[src/rtl/cache_fill_pkg.sv]
// cache_fill_pkg: shared state encoding and width helpers for the cache line fill controller
package cache_fill_pkg;

  typedef enum logic [1:0] {IDLE, ISSUE, DRAIN} state_e;

  function automatic int offs_w(input int words, input int bpw);
    return $clog2(words * bpw);
  endfunction

  function automatic int idx_w(input int words);
    return $clog2(words);
  endfunction

  function automatic int cnt_w(input int words);
    return $clog2(words) + 1;
  endfunction

  localparam int DEF_WORDS_PER_BLOCK = 8;
  localparam int DEF_BYTES_PER_WORD  = 2;
  localparam int OFFS_W = offs_w(DEF_WORDS_PER_BLOCK, DEF_BYTES_PER_WORD);
  localparam int IDX_W  = idx_w(DEF_WORDS_PER_BLOCK);
  localparam int CNT_W  = cnt_w(DEF_WORDS_PER_BLOCK);

endpackage

[src/rtl/cache_fill_ctrl_block_addr_gen.sv]
// block_addr_gen: maps (line base, start word, beat count) to a word address and in-line word index
module block_addr_gen #(
  parameter int ADDR_W          = 16,
  parameter int WORDS_PER_BLOCK = 8,
  parameter int BYTES_PER_WORD  = 2
) (
  input  logic [ADDR_W-1:0]                  base_i,
  input  logic [$clog2(WORDS_PER_BLOCK)-1:0] start_i,
  input  logic [$clog2(WORDS_PER_BLOCK)-1:0] count_i,
  output logic [ADDR_W-1:0]                  addr_o,
  output logic [$clog2(WORDS_PER_BLOCK)-1:0] idx_o
);

  localparam int BW = $clog2(BYTES_PER_WORD);

  // index wraps naturally at its own width; base has its offset bits clear so OR acts as add
  always_comb begin
    idx_o  = start_i + count_i;
    addr_o = base_i | (ADDR_W'(idx_o) << BW);
  end

endmodule

[src/rtl/cache_fill_ctrl.sv]
// cache_fill_ctrl: handshake-driven cache line fill controller (optional CRITICAL_WORD_FIRST_EN)
module cache_fill_ctrl
  import cache_fill_pkg::*;
#(
  parameter int ADDR_W          = 16,
  parameter int DATA_W          = 16,
  parameter int WORDS_PER_BLOCK = 8,
  parameter int BYTES_PER_WORD  = 2
) (
  input  logic                               clk,
  input  logic                               rst_n,
  input  logic                               miss_detected,
  input  logic [ADDR_W-1:0]                  miss_address,
  input  logic [DATA_W-1:0]                  memory_data,
  input  logic                               memory_data_valid,
  output logic                               fsm_busy,
  output logic                               memory_read,
  output logic [ADDR_W-1:0]                  memory_address,
  output logic                               write_data_array,
  output logic                               write_tag_array,
  output logic [$clog2(WORDS_PER_BLOCK)-1:0] word_index,
  output logic [DATA_W-1:0]                  write_data
);

  localparam int OFFS_W_P = offs_w(WORDS_PER_BLOCK, BYTES_PER_WORD);
  localparam int IDX_W_P  = idx_w(WORDS_PER_BLOCK);
  localparam int CNT_W_P  = cnt_w(WORDS_PER_BLOCK);
  localparam int BW       = $clog2(BYTES_PER_WORD);

  state_e               state_q, state_d;
  logic [CNT_W_P-1:0]   issue_q, issue_d, recv_q, recv_d;
  logic [ADDR_W-1:0]    base_q, base_d, issue_addr, recv_addr_unused;
  logic [IDX_W_P-1:0]   start_q, start_d, miss_start, recv_idx;
  logic                 start_fill, beat, last;

`ifdef CRITICAL_WORD_FIRST_EN
  assign miss_start = miss_address[OFFS_W_P-1:BW];
`else
  assign miss_start = '0;
`endif

  block_addr_gen #(
    .ADDR_W(ADDR_W), .WORDS_PER_BLOCK(WORDS_PER_BLOCK), .BYTES_PER_WORD(BYTES_PER_WORD)
  ) u_issue_gen (
    .base_i(base_q), .start_i(start_q), .count_i(issue_q[IDX_W_P-1:0]),
    .addr_o(issue_addr), .idx_o()
  );

  block_addr_gen #(
    .ADDR_W(ADDR_W), .WORDS_PER_BLOCK(WORDS_PER_BLOCK), .BYTES_PER_WORD(BYTES_PER_WORD)
  ) u_recv_gen (
    .base_i(base_q), .start_i(start_q), .count_i(recv_q[IDX_W_P-1:0]),
    .addr_o(recv_addr_unused), .idx_o(recv_idx)
  );

  // state register; reset abandons any fill without a tag write
  always_ff @(posedge clk or negedge rst_n) begin
    if (!rst_n) state_q <= IDLE;
    else        state_q <= state_d;
  end

  // next state: the last beat always wins, otherwise issue runs a fixed count of cycles
  always_comb begin
    state_d = state_q;
    case (state_q)
      IDLE:    state_d = miss_detected ? ISSUE : IDLE;
      ISSUE:   state_d = last ? IDLE : (issue_q == CNT_W_P'(WORDS_PER_BLOCK - 1)) ? DRAIN : ISSUE;
      DRAIN:   state_d = last ? IDLE : DRAIN;
      default: state_d = IDLE;
    endcase
  end

  // outputs; state-derived ones clear with the async reset, input pass-throughs are gated by rst_n
  always_comb begin
    beat             = (state_q != IDLE) && memory_data_valid;
    last             = beat && (recv_q == CNT_W_P'(WORDS_PER_BLOCK - 1));
    fsm_busy         = rst_n && ((state_q == IDLE) ? miss_detected : !last);
    memory_read      = state_q == ISSUE;
    memory_address   = memory_read ? issue_addr : '0;
    write_data_array = beat;
    write_tag_array  = last;
    word_index       = beat ? recv_idx : '0;
    write_data       = rst_n ? memory_data : '0;
  end

  // datapath next values: capture line base and start word when a fill is accepted
  always_comb begin
    start_fill = (state_q == IDLE) && miss_detected;
    base_d     = start_fill ? (miss_address & ~ADDR_W'(WORDS_PER_BLOCK * BYTES_PER_WORD - 1)) : base_q;
    start_d    = start_fill ? miss_start : start_q;
    issue_d    = start_fill ? '0 : (state_q == ISSUE) ? issue_q + CNT_W_P'(1) : issue_q;
    recv_d     = start_fill ? '0 : beat ? recv_q + CNT_W_P'(1) : recv_q;
  end

  // datapath registers
  always_ff @(posedge clk or negedge rst_n) begin
    if (!rst_n) begin
      base_q  <= '0;
      start_q <= '0;
      issue_q <= '0;
      recv_q  <= '0;
    end else begin
      base_q  <= base_d;
      start_q <= start_d;
      issue_q <= issue_d;
      recv_q  <= recv_d;
    end
  end

endmodule
[config.mk]
export PLATFORM = sky130hd
export DESIGN_NAME = cache_fill_ctrl
export DESIGN_NICKNAME = d
export VERILOG_FILES = /design/src/rtl/cache_fill_pkg.sv /design/src/rtl/cache_fill_ctrl_block_addr_gen.sv /design/src/rtl/cache_fill_ctrl.sv
export SDC_FILE = /design/constraint.sdc
export NUM_CORES = 1
export LEC_CHECK = 0
export BUFFER_PORTS_ARGS = -buffer_cell sky130_fd_sc_hd__buf_2
export CAP_MARGIN = 40
export CORE_ASPECT_RATIO = 1.75
export CORE_MARGIN = 2
export CORE_UTILIZATION = 40
export CTS_CLUSTER_SIZE = 10
export DETAILED_ROUTE_END_ITERATION = 12
export GPL_TIMING_DRIVEN = 0
export PLACE_DENSITY = 0.86
export REMOVE_ABC_BUFFERS = 1
export SYNTH_ARGS = -nofsm -noshare
export SYNTH_HDL_FRONTEND = slang
export SYNTH_SLANG_ARGS = --single-unit
[constraint.sdc]
create_clock -name clk -period 1.7 [get_ports clk]
set_input_delay 0 -clock clk [delete_from_list [all_inputs] [get_ports clk]]
set_output_delay 0 -clock clk [all_outputs]
set_load 0.01 [all_outputs]
After elaboration in Yosys (flattened, before gate mapping)
Index checks and enable logic that the tools add are counted.
Storage, ports and cells
  flip-flop bits (word level): 22
  bits in latches: 0
  bits in writable memories: 0
  memory bits (read-only): 0
  bits of input ports: 36
  output and inout port bits: 39
  logic and storage cells: 33
  memories: 0
Operators by class
  add/sub/neg operators: 2
  $mul: 0
  divide/modulo/power cells: 0
  order comparisons: 0
  eq/ne operators: 4
  shift-type cells: 0
  multiplexer cells: 13
  bitwise logic cells: 1
  reduce and logical (&&, ||, !) cells: 9
Operators by type and width (count)
  2-to-1 mux 16 bit: 2
  2-to-1 mux 4 bit: 4
  bitwise OR 16 x 4 -> 16 bit: 1
  adder 4 x 1 -> 4 bit (second input constant): 2
  equality test 4 x 3 -> 1 bit (second input constant): 2
  2-to-1 mux 2 bit: 3
  one-hot mux 2 bit (3 select lines): 1
  nonzero test 2 bit: 3
  logical AND 1 bit: 4
  2-to-1 mux 3 bit: 1
  equality test 2 x 1 -> 1 bit (second input constant): 1
  equality test 2 bit (second input constant): 1
  logical NOT 2 bit: 1
  2-to-1 mux 1 bit: 2
  logical NOT 1 bit: 1

Depth between registers and ports, before layout
  depth in word-level cells: 6
  gate-level depth with buffers: 6
  depth with buffers taken out: 4

Cells and area by module
A second synthesis with hierarchy kept.
Second synthesis, totals
  cell total of the unflattened synthesis: 184
  area total of the unflattened synthesis: 1571.5 um^2
Modules (own cells, without submodules)
  cache_fill_ctrl: instances 1, cells each 140, area an instance 1196.1 um^2, seq. area each 550.5 um^2
  block_addr_gen: instances 2, cells each 22, area an instance 187.7 um^2, seq. area each 0.0 um^2

Least setup slack after synthesis
No wires, ideal clock.
  kind: register to register
  start point: register state_q[0]
  end point: register base_q[10]
  setup time: 117 ps
  arrival time: 1192 ps
  data required time: 1583 ps
  path slack: 392 ps
  cell stages (with the launch flop): 6
  path buffers: 2
  period minus slack after synthesis: 1308 ps
  cells stage by stage: dfrtp_1 or3b_1 buf_6 buf_8 nand2_2 nand2_1
On the way
  word-level cells in the longest chain between the ends: 2
Ends and longest elaborated chain
  from (decl): RTL line cache_fill_ctrl.sv:30  | state_e state_q, state_d;
  from (signal assigned): RTL line cache_fill_ctrl.sv:59  | else state_q <= state_d;
  logical NOT 2 bit: RTL line cache_fill_ctrl.sv:88  | start_fill = (state_q == IDLE) && miss_detected;
  logical AND 1 bit: RTL line cache_fill_ctrl.sv:88
  to (signal assigned): RTL line cache_fill_ctrl.sv:103  | base_q <= base_d;
  to (decl): RTL line cache_fill_ctrl.sv:32  | logic [ADDR_W-1:0] base_q, base_d, issue_addr, recv_addr_unused;
No other way between the ends.
A chain may end at the register's enable or synchronous reset.

Worst setup path in the final report
  start point: register state_q[0]
  end point: register issue_q[0]
On the way
  word-level cells in the longest chain between the ends: 3
  elaborated cells on any way between the ends: 5
  those cells by class: eq/ne (1); mux (1); reduce/logical (3)
Ends and longest elaborated chain
  logical NOT 2 bit: RTL line cache_fill_ctrl.sv:88
  logical AND 1 bit: RTL line cache_fill_ctrl.sv:88
  2-to-1 mux 4 bit / nonzero test 2 bit (equally long branches)
  to (signal assigned): RTL line cache_fill_ctrl.sv:105  | issue_q <= issue_d;
  to (decl): RTL line cache_fill_ctrl.sv:31  | logic [CNT_W_P-1:0] issue_q, issue_d, recv_q, recv_d;
Several ways; a longest one is shown, not always the timed one.

==> impl_metrics.tcl <==
set metrics [dict create \
    status "finished clean" \
    ir_drop_v 0.000961 \
    multi_input_area_um2 628 \
    wire_per_inst_um 10.8 \
    wl_met2_um 1400 \
    htreeDepth 1 \
    rsz0062_at_grt "false" \
    max_cap_violations 0 \
    reg2reg_to "issue_q[0]$_DFFE_PN0P_" \
    post-route-drc-count 0 \
    regToRegSetupSlack_ps 110 \
    vias_per_cell 4.72 \
    syn_area_mm2 0.00124 \
    dr.pass1.iters 4 \
    p_leak_nw 0.988 \
    overflow 0 \
    grt_pass1_vias 1103 \
    p_per_area_mw_per_mm2 1430 \
    worstSetupEndpointType "flop" \
    clkSinkCount 22 \
    track_usage_pct 16.3 \
    drt-initial-drc-count 12 \
    path_max_fanout 19 \
    cts_buffer_depth 2 \
    clk_root_buffer_cell "clkbuf_8" \
    initial_core_util_pct 42.3 \
    die_area_mm2 0.00358 \
    ys_seq_elements 22 \
    path_depth 3 \
    clk_pin_slew_ps 80 \
    worst-setup-path-type "flop to flop" \
    async_flop_share_pct 100 \
    dr_wl_met3_um 176 \
    crit_slowest_cell "or3b_2" \
    clock_latency_ps 250 \
    register_area_um2 551 \
    cp-start-kind "flop" \
    die_h_um 77.6 \
    coreArea_mm2 0.00293 \
    ys_seq_area_share_pct 44.4 \
    antenna_left 0 \
    io_buffers 69 \
    fin_skew_ps 2.15 \
    critical_path.max_stage_delay_ps 740 \
    crit_chain "or3b_2 > nand3_1 > o21ai_1" \
    numCtsBuffers 3 \
    synth_edf_count 0 \
    setup_slack_ps 114 \
    num_antenna_cells 0 \
    row_count 26 \
    layout-drive-gt1-share_pct 40.9 \
    top_layer "met4" \
    setup_viol 0 \
    syn_avg_cell_area_um2 8.85 \
    synth_cell_types 30 \
    crit_buf_inv 0 \
    crit_path_end "issue_q[0]$_DFFE_PN0P_" \
    syn-instance-count 140 \
    hold_class "primary input to flop" \
    max_freq_mhz 630 \
    fin_hold_ws_ps 74.7 \
    fp.dieW_um 46.1 \
    critPathLaunch "state_q[0]$_DFF_PN0_" \
    relSlewSlack_pct 56.9 \
    area_growth_pct 42.0 \
    dp_cells 231 \
    min_period_ps 1590 \
    grt_max_degree 40 \
    nFillCells 272 \
    tritoncts "yes" \
    io_pins 75 \
    reg2reg_from "state_q[0]$_DFF_PN0_" \
    place_congestion 0.707 \
    yosys_warnings 0 \
    drt_wl_total_um 2670 \
    grt_pass1_wl_um 4520 \
    hpwl_um 1980 \
    vias 1171 \
    cp_top_family "simple AND/OR/NAND/NOR gates" \
    wl_met1_um 1080 \
    finalNonFillerCells 248 \
    required_ps 1840 \
    post-route-util_pct 60.1 \
    slew_violations 0 \
    layout.nets 259 \
    hold_viol 0 \
    antenna_found_initial 0 \
    rr_worst_depth 3 \
    synthFlopType "dfrtp_1" \
    tightestPinTransition_ps 646 \
    pre_cts_slack_ps 41.1 \
    cp.arrival_ps 1730 \
    min_period_over_period_pct 93.3 \
]
stage by stage:
step,area [um^2],TNS (ps),total power (W)
3_5_place_dp,1570,0,0.00217
2_1_floorplan,1180,0,0.00171
6_report,1760,0,0.00252
3_3_place_gp,1560,-69.4,0.00212
4_1_cts,1760,0,0.00256
5_1_grt,1760,0,0.00279
how the worst min path moves through the flow:
stage                                 start                     end  slack (ps)  cells after the start
after floorplan                       rst_n  base_q[10]$_DFFE_PN0P_        -300                      0
after global placement                rst_n   recv_q[1]$_DFFE_PN0P_          70                      1
after detailed placement              rst_n   recv_q[0]$_DFFE_PN0P_          70                      1
after CTS                 memory_data_valid   recv_q[0]$_DFFE_PN0P_          70                      3
after global routing      memory_data_valid   recv_q[0]$_DFFE_PN0P_         100                      3
final                     memory_data_valid   recv_q[0]$_DFFE_PN0P_          70                      3
logic make-up (layout without fill, tap and decap cells):
logic type | count (synthesis) | after routing | synth area share (%)
and+or+nand+nor | 93 | 93 | 40.4
DFF | 22 | 22 | 44.4
AOI/OAI and AO/OA | 9 | 9 | 4.75
buffers and inverters | 9 | 89 | 5.05
adders and majority gates | 2 | 2 | 2.02
xor gates and xnor gates | 2 | 2 | 1.41
muxes | 2 | 2 | 1.62
other | 1 | 1 | 0.303
final cells by class:
type / count / share of cell area, %
clock buffers: 4 / 3.13
inverters: 2 / 0.427
multi-input cells: 109 / 35.7
flip-flops and latches: 22 / 31.3
well taps: 28 / 1.99
repair buffers: 83 / 27.5
where the power goes:
part | switching, W | total (W) | internal [W]
Sequential | 0.000194 | 0.000959 | 0.000764
Combinational | 0.000650 | 0.00120 | 0.000551
Clock | 0.000158 | 0.000364 | 0.000206
Total | 0.00100 | 0.00252 | 0.00152
cell usage after synthesis (2+ instances only):
cell,number,share of area [%]
and2_1,34,17
nand2_1,33,10
dfrtp_1,22,44
nand2_2,9,4.5
nand3_1,6,2.4
nor2_1,3,0.91
o21ai_1,3,1.2
buf_2,2,0.81
buf_4,2,1.2
ha_1,2,2.0
inv_2,2,0.61
mux2i_1,2,1.6
o31ai_1,2,1.2
xor2_1,2,1.4
state kept, by name, indices dropped and copies added, names as in the netlist:
signal / count
issue_q: 4
state_q: 2
recv_q: 4
base_q: 12
placed cells by master (no fill, tap or decap):
| cell | count |
|---|---|
| nor2b_1 | 1 |
| or3b_2 | 1 |
| and3b_1 | 1 |
| a21oi_1 | 1 |
| nand2_2 | 9 |
| o31ai_1 | 2 |
| mux2i_1 | 2 |
| dfrtp_1 | 22 |
| o211ai_1 | 1 |
| o21ai_1 | 3 |
| dlygate4sd3_1 | 13 |
| buf_2 | 69 |
| xor2_1 | 2 |
| nor2_1 | 3 |
| nand3_1 | 6 |
| o21ai_2 | 1 |
| clkbuf_8 | 4 |
| and2_1 | 34 |
| nand2_1 | 33 |
| conb_1 | 1 |
| a21o_1 | 1 |
| nor3_2 | 1 |
| inv_2 | 2 |
| nor3b_1 | 1 |
| nor3b_2 | 1 |
| buf_4 | 1 |
| nand4_1 | 1 |
| ha_1 | 2 |
| nand2b_2 | 1 |
routing by layer:
metal  up-vias  global-route usage [%]
met2        44                    29.9
met3         2                    2.09
li1        598                       -
met5         -                       0
met1       527                    19.0
met4         0                    3.43
worst min-delay path, delay by kind of cell:
kind / cells / cell delay, ps
AOI/OAI and AO/OA: 2 / 180
buffers and inverters: 1 / 110
what timing repair did:
item,4_1_cts,5_1_grt
endpoints found under the setup margin,0,23
hold buffers,13,0
endpoints found under the hold margin,34,0
resized for setup,0,2
setup buffers,0,0
No activity file was read; power rests on OpenSTA's default activity.
